**config.mk**
```make
export PLATFORM = sky130hd
export DESIGN_NAME = vx_issue_sched_flat
export DESIGN_NICKNAME = d
export VERILOG_FILES = /design/src/rtl/vx_issue_sched_pkg.sv /design/src/rtl/vx_issue_sched_if.sv /design/src/rtl/vx_rr_arbiter.sv /design/src/rtl/vx_issue_sched.sv /design/src/flat_wrapper.sv
export SDC_FILE = /design/constraint.sdc
export NUM_CORES = 2
export LEC_CHECK = 0
export ABC_AREA = 1
export BUFFER_PORTS_ARGS = -buffer_cell sky130_fd_sc_hd__buf_2
export CAP_MARGIN = 40
export CORE_UTILIZATION = 50
export CTS_CLUSTER_SIZE = 10
export DETAILED_ROUTE_END_ITERATION = 12
export PLACE_DENSITY = 0.7
export SYNTH_ARGS = -nofsm -noshare
export SYNTH_HDL_FRONTEND = slang
export SYNTH_SLANG_ARGS = --single-unit
```
**constraint.sdc**
```tcl
create_clock -name clk -period 14.74 [get_ports clk]
set_input_delay 1.474 -clock clk [delete_from_list [all_inputs] [get_ports clk]]
set_output_delay 1.474 -clock clk [all_outputs]
set_load 0.02 [all_outputs]
```
**src/rtl/vx_issue_sched_pkg.sv**
```systemverilog
// Shared core definitions for the issue scheduler slice.
// Holds the parameter defaults, the index-width helper that derives RW, EW and
// the slot-index width, and the execution-unit type encodings.
package vx_issue_sched_pkg;

    localparam int DEF_NUM_SLOTS   = 4;
    localparam int DEF_NUM_REGS    = 64;
    localparam int DEF_NUM_EX      = 5;
    localparam int DEF_NUM_THREADS = 4;
    localparam int DEF_CTR_W       = 44;

    // Width needed to index n items; never below one bit so that a
    // single-entry dimension still yields a legal vector.
    function automatic int idx_w(input int n);
        return (n > 1) ? $clog2(n) : 1;
    endfunction

    typedef enum logic [2:0] {
        EX_ALU = 3'd0,
        EX_LSU = 3'd1,
        EX_CSR = 3'd2,
        EX_FPU = 3'd3,
        EX_GPU = 3'd4
    } ex_type_e;

endpackage

```
**src/rtl/vx_issue_sched_if.sv**
```systemverilog
// Issue-scheduler bus: per-slot instruction fields, execution-unit ready
// lines, the issued-instruction outputs and the writeback return path.
//   master : instruction buffer / execution side (drives slots, ex_ready, wb)
//   slave  : the scheduler (drives slot_ready and issue_*)
interface vx_issue_sched_if
    import vx_issue_sched_pkg::*;
#(
    parameter int NUM_SLOTS   = DEF_NUM_SLOTS,
    parameter int NUM_REGS    = DEF_NUM_REGS,
    parameter int NUM_EX      = DEF_NUM_EX,
    parameter int NUM_THREADS = DEF_NUM_THREADS
);
    localparam int RW = idx_w(NUM_REGS);
    localparam int EW = idx_w(NUM_EX);
    localparam int SW = idx_w(NUM_SLOTS);

    logic [NUM_SLOTS-1:0]             slot_valid;
    logic [NUM_SLOTS-1:0]             slot_ready;
    logic [NUM_SLOTS-1:0]             slot_wb;
    logic [NUM_SLOTS*RW-1:0]          slot_rd;
    logic [NUM_SLOTS*RW-1:0]          slot_rs1;
    logic [NUM_SLOTS*RW-1:0]          slot_rs2;
    logic [NUM_SLOTS*RW-1:0]          slot_rs3;
    logic [NUM_SLOTS*EW-1:0]          slot_ex_type;
    logic [NUM_SLOTS*NUM_THREADS-1:0] slot_tmask;
    logic [NUM_EX-1:0]                ex_ready;

    logic                             issue_valid;
    logic [SW-1:0]                    issue_slot;
    logic [EW-1:0]                    issue_ex_type;
    logic [NUM_THREADS-1:0]           issue_tmask;

    logic                             wb_valid;
    logic [SW-1:0]                    wb_slot;
    logic [RW-1:0]                    wb_rd;
    logic                             wb_eop;

    modport master (
        output slot_valid, slot_wb, slot_rd, slot_rs1, slot_rs2, slot_rs3,
               slot_ex_type, slot_tmask, ex_ready,
               wb_valid, wb_slot, wb_rd, wb_eop,
        input  slot_ready, issue_valid, issue_slot, issue_ex_type, issue_tmask
    );

    modport slave (
        input  slot_valid, slot_wb, slot_rd, slot_rs1, slot_rs2, slot_rs3,
               slot_ex_type, slot_tmask, ex_ready,
               wb_valid, wb_slot, wb_rd, wb_eop,
        output slot_ready, issue_valid, issue_slot, issue_ex_type, issue_tmask
    );

endinterface

```
**src/rtl/vx_rr_arbiter.sv**
```systemverilog
// Round-robin arbiter with zero-cycle grant.
//   clk, reset   : clock, synchronous active-high reset
//   requests     : request vector
//   fire         : grant consumed this cycle; advances the priority pointer
//   grant        : one-hot grant (zero when nothing is requested)
//   grant_index  : binary index of the granted requester
//   grant_valid  : some requester was granted
module vx_rr_arbiter
    import vx_issue_sched_pkg::*;
#(
    parameter int NUM_REQS = 4
) (
    input  logic                          clk,
    input  logic                          reset,
    input  logic [NUM_REQS-1:0]           requests,
    input  logic                          fire,
    output logic [NUM_REQS-1:0]           grant,
    output logic [idx_w(NUM_REQS)-1:0]    grant_index,
    output logic                          grant_valid
);
    localparam int IW = idx_w(NUM_REQS);

    logic [IW-1:0] rr_ptr;
    int unsigned   cand;

    // Scan from rr_ptr upward with wraparound; the first request found wins.
    always_comb begin
        grant       = '0;
        grant_index = '0;
        grant_valid = 1'b0;
        cand        = 0;
        for (int unsigned i = 0; i < NUM_REQS; i++) begin
            cand = 32'(rr_ptr) + i;
            if (cand >= NUM_REQS) begin
                cand = cand - NUM_REQS;
            end
            if (!grant_valid && requests[cand[IW-1:0]]) begin
                grant_valid              = 1'b1;
                grant_index              = cand[IW-1:0];
                grant[cand[IW-1:0]]      = 1'b1;
            end
        end
    end

    always_ff @(posedge clk) begin
        if (reset) begin
            rr_ptr <= '0;
        end else if (fire && grant_valid) begin
            rr_ptr <= (int'(grant_index) == NUM_REQS - 1) ? '0 : grant_index + IW'(1);
        end
    end

endmodule

```
**src/rtl/vx_issue_sched.sv**
```systemverilog
// Per-warp issue scheduler: register scoreboard, round-robin slot selection
// and performance counters.
//   clk, reset          : clock, synchronous active-high reset
//   bus (slave)         : slot instruction fields, ex_ready, issue outputs,
//                         writeback clear path
//   perf_scb_stalls     : cycles with valid slots but none hazard-free
//   perf_ex_stalls      : per-unit cycles blocked only by that unit being busy
//   perf_active_threads : sum of active threads over all issued instructions
//   perf_issued         : number of issued instructions
module vx_issue_sched
    import vx_issue_sched_pkg::*;
#(
    parameter int NUM_SLOTS   = DEF_NUM_SLOTS,
    parameter int NUM_REGS    = DEF_NUM_REGS,
    parameter int NUM_EX      = DEF_NUM_EX,
    parameter int NUM_THREADS = DEF_NUM_THREADS,
    parameter int CTR_W       = DEF_CTR_W
) (
    input  logic                    clk,
    input  logic                    reset,
    vx_issue_sched_if.slave         bus,
    output logic [CTR_W-1:0]        perf_scb_stalls,
    output logic [NUM_EX*CTR_W-1:0] perf_ex_stalls,
    output logic [CTR_W-1:0]        perf_active_threads,
    output logic [CTR_W-1:0]        perf_issued
);
    localparam int RW = idx_w(NUM_REGS);
    localparam int EW = idx_w(NUM_EX);
    localparam int SW = idx_w(NUM_SLOTS);
    localparam int TW = $clog2(NUM_THREADS + 1);

    logic [NUM_REGS-1:0]    pending  [NUM_SLOTS];
    logic [NUM_REGS-1:0]    set_mask [NUM_SLOTS];
    logic [NUM_REGS-1:0]    clr_mask [NUM_SLOTS];

    logic [RW-1:0]          rd_f  [NUM_SLOTS];
    logic [RW-1:0]          rs1_f [NUM_SLOTS];
    logic [RW-1:0]          rs2_f [NUM_SLOTS];
    logic [RW-1:0]          rs3_f [NUM_SLOTS];
    logic [EW-1:0]          ex_f  [NUM_SLOTS];
    logic [NUM_THREADS-1:0] tm_f  [NUM_SLOTS];

    logic [NUM_SLOTS-1:0]   hazard_free;
    logic [NUM_SLOTS-1:0]   eligible;
    logic [NUM_SLOTS-1:0]   requests;
    logic [NUM_SLOTS-1:0]   grant;
    logic [SW-1:0]          grant_idx;
    logic                   grant_valid;

    logic [EW-1:0]          issue_ex;
    logic [NUM_THREADS-1:0] issue_tm;
    logic [TW-1:0]          pop;
    logic                   scb_stall;
    logic [NUM_EX-1:0]      ex_stall;
    logic [CTR_W-1:0]       ex_ctr [NUM_EX];

    always_comb begin
        for (int unsigned s = 0; s < NUM_SLOTS; s++) begin
            rd_f[s]  = bus.slot_rd[s*RW +: RW];
            rs1_f[s] = bus.slot_rs1[s*RW +: RW];
            rs2_f[s] = bus.slot_rs2[s*RW +: RW];
            rs3_f[s] = bus.slot_rs3[s*RW +: RW];
            ex_f[s]  = bus.slot_ex_type[s*EW +: EW];
            tm_f[s]  = bus.slot_tmask[s*NUM_THREADS +: NUM_THREADS];
        end
    end

    // Hazard check reads only registered pending bits; a writeback landing
    // this cycle frees the register from the next cycle on.
    always_comb begin
        hazard_free = '0;
        eligible    = '0;
        for (int unsigned s = 0; s < NUM_SLOTS; s++) begin
            hazard_free[s] = !pending[s][rs1_f[s]] && !pending[s][rs2_f[s]]
                          && !pending[s][rs3_f[s]]
                          && !(bus.slot_wb[s] && pending[s][rd_f[s]]);
            eligible[s]    = bus.slot_valid[s] && hazard_free[s]
                          && (int'(ex_f[s]) < NUM_EX) && bus.ex_ready[ex_f[s]];
        end
        requests = reset ? '0 : eligible;
    end

    vx_rr_arbiter #(
        .NUM_REQS (NUM_SLOTS)
    ) u_arb (
        .clk         (clk),
        .reset       (reset),
        .requests    (requests),
        .fire        (grant_valid),
        .grant       (grant),
        .grant_index (grant_idx),
        .grant_valid (grant_valid)
    );

    always_comb begin
        issue_ex = '0;
        issue_tm = '0;
        for (int unsigned s = 0; s < NUM_SLOTS; s++) begin
            if (grant[s]) begin
                issue_ex = issue_ex | ex_f[s];
                issue_tm = issue_tm | tm_f[s];
            end
        end
        bus.slot_ready    = grant;
        bus.issue_valid   = grant_valid;
        bus.issue_slot    = grant_idx;
        bus.issue_ex_type = issue_ex;
        bus.issue_tmask   = issue_tm;
    end

    always_comb begin
        for (int unsigned s = 0; s < NUM_SLOTS; s++) begin
            set_mask[s] = '0;
            clr_mask[s] = '0;
            if (grant[s] && bus.slot_wb[s] && (rd_f[s] != '0)) begin
                set_mask[s][rd_f[s]] = 1'b1;
            end
            if (bus.wb_valid && bus.wb_eop && (bus.wb_slot == SW'(s))) begin
                clr_mask[s][bus.wb_rd] = 1'b1;
            end
        end
    end

    // Set is applied after clear so a coinciding set/clear of one bit keeps it set.
    always_ff @(posedge clk) begin
        for (int unsigned s = 0; s < NUM_SLOTS; s++) begin
            if (reset) begin
                pending[s] <= '0;
            end else begin
                pending[s] <= (pending[s] & ~clr_mask[s]) | set_mask[s];
            end
        end
    end

    always_comb begin
        scb_stall = (|bus.slot_valid) && !(|(bus.slot_valid & hazard_free));
        ex_stall  = '0;
        for (int unsigned e = 0; e < NUM_EX; e++) begin
            for (int unsigned s = 0; s < NUM_SLOTS; s++) begin
                if (bus.slot_valid[s] && hazard_free[s] && (ex_f[s] == EW'(e))
                    && !bus.ex_ready[e] && !grant_valid) begin
                    ex_stall[e] = 1'b1;
                end
            end
        end
        pop = '0;
        for (int unsigned t = 0; t < NUM_THREADS; t++) begin
            pop = pop + TW'(issue_tm[t]);
        end
    end

    always_ff @(posedge clk) begin
        if (reset) begin
            perf_scb_stalls     <= '0;
            perf_active_threads <= '0;
            perf_issued         <= '0;
            for (int unsigned e = 0; e < NUM_EX; e++) begin
                ex_ctr[e] <= '0;
            end
        end else begin
            if (scb_stall) begin
                perf_scb_stalls <= perf_scb_stalls + CTR_W'(1);
            end
            for (int unsigned e = 0; e < NUM_EX; e++) begin
                if (ex_stall[e]) begin
                    ex_ctr[e] <= ex_ctr[e] + CTR_W'(1);
                end
            end
            if (grant_valid) begin
                perf_issued         <= perf_issued + CTR_W'(1);
                perf_active_threads <= perf_active_threads + CTR_W'(pop);
            end
        end
    end

    always_comb begin
        for (int unsigned e = 0; e < NUM_EX; e++) begin
            perf_ex_stalls[e*CTR_W +: CTR_W] = ex_ctr[e];
        end
    end

endmodule

```
**src/flat_wrapper.sv**
```systemverilog
// flat-port wrapper written by rule: the top's interface ports become plain ports
module vx_issue_sched_flat import vx_issue_sched_pkg::*;
#(
    parameter int NUM_SLOTS   = DEF_NUM_SLOTS,
    parameter int NUM_REGS    = DEF_NUM_REGS,
    parameter int NUM_EX      = DEF_NUM_EX,
    parameter int NUM_THREADS = DEF_NUM_THREADS,
    parameter int CTR_W       = DEF_CTR_W
)
  (clk, reset, perf_scb_stalls, perf_ex_stalls, perf_active_threads, perf_issued, bus_slot_valid, bus_slot_wb, bus_slot_rd, bus_slot_rs1, bus_slot_rs2, bus_slot_rs3, bus_slot_ex_type, bus_slot_tmask, bus_ex_ready, bus_wb_valid, bus_wb_slot, bus_wb_rd, bus_wb_eop, bus_slot_ready, bus_issue_valid, bus_issue_slot, bus_issue_ex_type, bus_issue_tmask);
  vx_issue_sched_if #(.NUM_SLOTS(NUM_SLOTS), .NUM_REGS(NUM_REGS), .NUM_EX(NUM_EX), .NUM_THREADS(NUM_THREADS)) bus_i ();
  input  logic clk;
  input  logic reset;
  output logic [CTR_W-1:0] perf_scb_stalls;
  output logic [NUM_EX*CTR_W-1:0] perf_ex_stalls;
  output logic [CTR_W-1:0] perf_active_threads;
  output logic [CTR_W-1:0] perf_issued;
  input wire logic [$bits(bus_i.slot_valid)-1:0] bus_slot_valid;
  input wire logic [$bits(bus_i.slot_wb)-1:0] bus_slot_wb;
  input wire logic [$bits(bus_i.slot_rd)-1:0] bus_slot_rd;
  input wire logic [$bits(bus_i.slot_rs1)-1:0] bus_slot_rs1;
  input wire logic [$bits(bus_i.slot_rs2)-1:0] bus_slot_rs2;
  input wire logic [$bits(bus_i.slot_rs3)-1:0] bus_slot_rs3;
  input wire logic [$bits(bus_i.slot_ex_type)-1:0] bus_slot_ex_type;
  input wire logic [$bits(bus_i.slot_tmask)-1:0] bus_slot_tmask;
  input wire logic [$bits(bus_i.ex_ready)-1:0] bus_ex_ready;
  input wire logic [$bits(bus_i.wb_valid)-1:0] bus_wb_valid;
  input wire logic [$bits(bus_i.wb_slot)-1:0] bus_wb_slot;
  input wire logic [$bits(bus_i.wb_rd)-1:0] bus_wb_rd;
  input wire logic [$bits(bus_i.wb_eop)-1:0] bus_wb_eop;
  output wire logic [$bits(bus_i.slot_ready)-1:0] bus_slot_ready;
  output wire logic [$bits(bus_i.issue_valid)-1:0] bus_issue_valid;
  output wire logic [$bits(bus_i.issue_slot)-1:0] bus_issue_slot;
  output wire logic [$bits(bus_i.issue_ex_type)-1:0] bus_issue_ex_type;
  output wire logic [$bits(bus_i.issue_tmask)-1:0] bus_issue_tmask;
  assign bus_i.slot_valid = bus_slot_valid;
  assign bus_i.slot_wb = bus_slot_wb;
  assign bus_i.slot_rd = bus_slot_rd;
  assign bus_i.slot_rs1 = bus_slot_rs1;
  assign bus_i.slot_rs2 = bus_slot_rs2;
  assign bus_i.slot_rs3 = bus_slot_rs3;
  assign bus_i.slot_ex_type = bus_slot_ex_type;
  assign bus_i.slot_tmask = bus_slot_tmask;
  assign bus_i.ex_ready = bus_ex_ready;
  assign bus_i.wb_valid = bus_wb_valid;
  assign bus_i.wb_slot = bus_wb_slot;
  assign bus_i.wb_rd = bus_wb_rd;
  assign bus_i.wb_eop = bus_wb_eop;
  assign bus_slot_ready = bus_i.slot_ready;
  assign bus_issue_valid = bus_i.issue_valid;
  assign bus_issue_slot = bus_i.issue_slot;
  assign bus_issue_ex_type = bus_i.issue_ex_type;
  assign bus_issue_tmask = bus_i.issue_tmask;
  vx_issue_sched #(.NUM_SLOTS(NUM_SLOTS), .NUM_REGS(NUM_REGS), .NUM_EX(NUM_EX), .NUM_THREADS(NUM_THREADS), .CTR_W(CTR_W)) u_core (.clk(clk), .reset(reset), .bus(bus_i), .perf_scb_stalls(perf_scb_stalls), .perf_ex_stalls(perf_ex_stalls), .perf_active_threads(perf_active_threads), .perf_issued(perf_issued));
endmodule
```
==> impl_metrics.tcl <==
set metrics [dict create \
    max-slew-margin-rel_pct 34.5 \
    critPathSlowestCell "buf_2" \
    cts_root_buf "clkbuf_16" \
    routed_via_density 5.89 \
    cpMostUsedCell "nand2_1" \
    portBuffers 514 \
    synth_xor_area_share_pct 5.66 \
    synth_top_area_share_pct 17.5 \
    drt_wl_total_mm 181 \
    clock_latency_ns 0.66 \
    grt_pass1_vias 45100 \
    setup.worst_path.start "bus_slot_rd[0]" \
    r2r_start "u_core.pending[1][28]" \
    synth_top_area_cell "dfxtp_1" \
    syn_area_um2 44600 \
    drive_gt1_share_pct 12.4 \
    max_cap_violations 0 \
    tightestPinTransition_ns 0.975 \
    cts.sinks 610 \
    cp_max_fo 71 \
    worstPathArrival_ns 9.17 \
    wl_per_cell_um 21.0 \
    hpwl_mm 128 \
    cp-end-kind "flip-flop" \
    antenna_found_initial 34 \
    r2r_end "u_core.perf_active_threads[32]" \
    setup_viol 0 \
    status "finished clean" \
    nFillCells 8945 \
    grt_overflow 0 \
    clock_path_buffers 3 \
    dp_slack_ns 5.75 \
    synthToLayoutAreaGrowth_pct 11.8 \
    synthMuxAreaShare_pct 0 \
    ctsResizeCount 0 \
    p_leak_nw 20.4 \
    finalNetCount 7564 \
    grt_pass1_wl_mm 268 \
    yosys.area_share.simple_pct 39.3 \
    gr-usage-all-layers_pct 38.2 \
    die_w_um 301 \
    ff2ff_path_depth 40 \
    slew_viol_final 0 \
    synth_seq_cells 610 \
    fp.dieH_um 301 \
    regArea_um2 14400 \
    rsz0062_at_grt "false" \
    hold_viol 0 \
    ios 515 \
    timing.fmax_ghz 0.116 \
    synth_compound_area_share_pct 11.1 \
    critical_path_class "in2reg" \
    ys_warn_count 0 \
    cellPowerDensity_nw_per_um2 97.0 \
    vias 50700 \
    fin_total_pwr_w 0.00483 \
    syn_inst 7112 \
    r2r_setup_slack_ns 7.31 \
    syn_nets 7282 \
    fin_tns_setup_ns 0 \
    post-route-min-period_ns 8.61 \
    ctsHoldBuffers 0 \
    route.detailed.drc 0 \
    grt_max_degree 108 \
    utilization_pct 56.4 \
    die_area_um2 90400 \
    place.gp.congestion 1.01 \
    synth_edf_count 220 \
    multi_input_area_um2 25300 \
    synth_area_leaders "dfxtp_1 (18%), nand2_1 (17%), edfxtp_1 (15%)" \
    startpoint_type "primary input" \
    hp-start "u_core.pending[0][0]" \
    period_share_pct 58.4 \
    synth_top_family_by_area "simple AND/OR/NAND/NOR gates" \
    post_synth.cell_area_avg_um2 6.27 \
    detail-route-antenna-nets 0 \
    drt_iter0_markers 6506 \
    clk_pin_slew_ns 0.06 \
    setup_ws_ns 6.13 \
    worstPathRequired_ns 15.30 \
    cp_slowest_stage_delay_ns 0.60 \
    post_cts_buffers 0 \
    cts_max_level 3 \
    worstHoldPathType "reg2reg" \
    coreArea_um2 88400 \
    rows 109 \
    synthAdderAreaFrac_pct 0.623 \
    ys_types 46 \
    firstDrtPassIters 6 \
    ys_seq_area_share_pct 32.3 \
    cts_tree "done" \
    critPathCapture "u_core.perf_active_threads[32]" \
    synth_ff_type "dfxtp_1" \
    skew_ns 0.0379 \
    numCtsBuffers 76 \
    synthArstFlopShare_pct 0 \
    ir_worst_vdd_v 0.000137 \
    floorplan.initialDensity_pct 50.4 \
]
## power by group
group | switching (W) | internal (W)
clock | 0.000774 | 0.00103
combinational | 0.000857 | 0.000278
sequential | 0.0000760 | 0.00181
## registers in the layout, indices dropped and copies added (netlist names), named ones only
| signal | cells |
|---|---|
| u_core.perf_active_threads | 44 |
| u_core.ex_ctr | 220 |
| u_core.perf_scb_stalls | 44 |
| u_core.u_arb.rr_ptr | 1 |
| u_core.pending | 256 |
| u_core.perf_issued | 44 |
## layout make-up
type / count / area share, %
Timing Repair Buffer: 556 / 6.24
Multi-Input combinational cell: 5285 / 50.7
Inverter: 865 / 6.53
Tap cell: 1165 / 2.92
Sequential cell: 610 / 28.9
Clock inverter: 16 / 0.459
Antenna cell: 15 / 0.0753
Clock buffer: 95 / 4.12
## critical path, delay by kind of cell
kind                     cells  cell delay (ns)
AND/OR/NAND/NOR             22             3.19
buffers and inverters       10             2.26
adder cells (fa/ha/maj)      4             1.37
AO/OA/AOI/OAI                4             0.68
XOR/XNOR                     1             0.18
## routing by layer
metal  global-route usage, %  vias up  wire, um
li1                        -    24000         -
met1                    50.1    23100     70900
met2                    57.6     2956     77300
met3                    8.77      613     20500
met4                    21.7       32     11600
met5                       0        -       219
## cell usage after synthesis (3+ instances only)
cell type	count
nand2_1	1986
nand3_1	766
inv_1	640
nor2_1	580
a21oi_1	486
o21ai_0	416
dfxtp_1	390
nand4_1	333
edfxtp_1	220
inv_2	218
xor2_1	206
nor3_1	199
clkbuf_1	157
buf_2	145
xnor2_1	82
nor4_1	77
o21ai_1	40
buf_4	23
ha_1	19
o211ai_1	19
buf_1	15
or2_2	14
buf_6	12
nand3b_1	11
and3_1	9
nor2_2	7
nor2_4	6
clkinv_1	5
a32oi_1	4
nor3b_1	4
nor4b_1	3
## worst min path at each step
stage | slack (ns) | depth (start not counted) | end
4_1_cts | 0.47 | 2 | u_core.pending[0][0]
2_1_floorplan | 0.44 | 2 | u_core.pending[0][0]
3_5_place_dp | 0.46 | 2 | u_core.pending[0][0]
3_3_place_gp | 0.46 | 2 | u_core.perf_issued[22]
5_1_grt | 0.49 | 2 | u_core.pending[0][0]
6_report | 0.48 | 2 | u_core.pending[0][0]
## cell families (layout without fill, tap and decap cells)
kind of cell,Yosys count,count (layout)
flops,610,610
xor+xnor,288,288
compound gates,970,970
fa+ha+maj,21,21
simple gates,4006,4006
buf+inv,1217,1532
other cells,0,15
## stage by stage
step	cell area (um2)	instances	hold WS, ns
after global placement	47200	8461	0.461
after detailed placement	47500	8481	0.464
after CTS	49800	8592	0.472
final	49800	8607	0.476
after global routing	49800	8601	0.491
after floorplan	44600	7112	0.441
## layout by cell type (no fill, tap or decap), types with 206 or more instances in the layout
cell type / netlist / final
nand2_1: 1986 / 1976
nand3_1: 766 / 763
inv_1: 640 / 640
nor2_1: 580 / 580
buf_2: 145 / 518
a21oi_1: 486 / 486
o21ai_0: 416 / 416
dfxtp_1: 390 / 390
nand4_1: 333 / 333
edfxtp_1: 220 / 220
inv_2: 218 / 219
xor2_1: 206 / 206
Power figures use the tool's default switching activity.
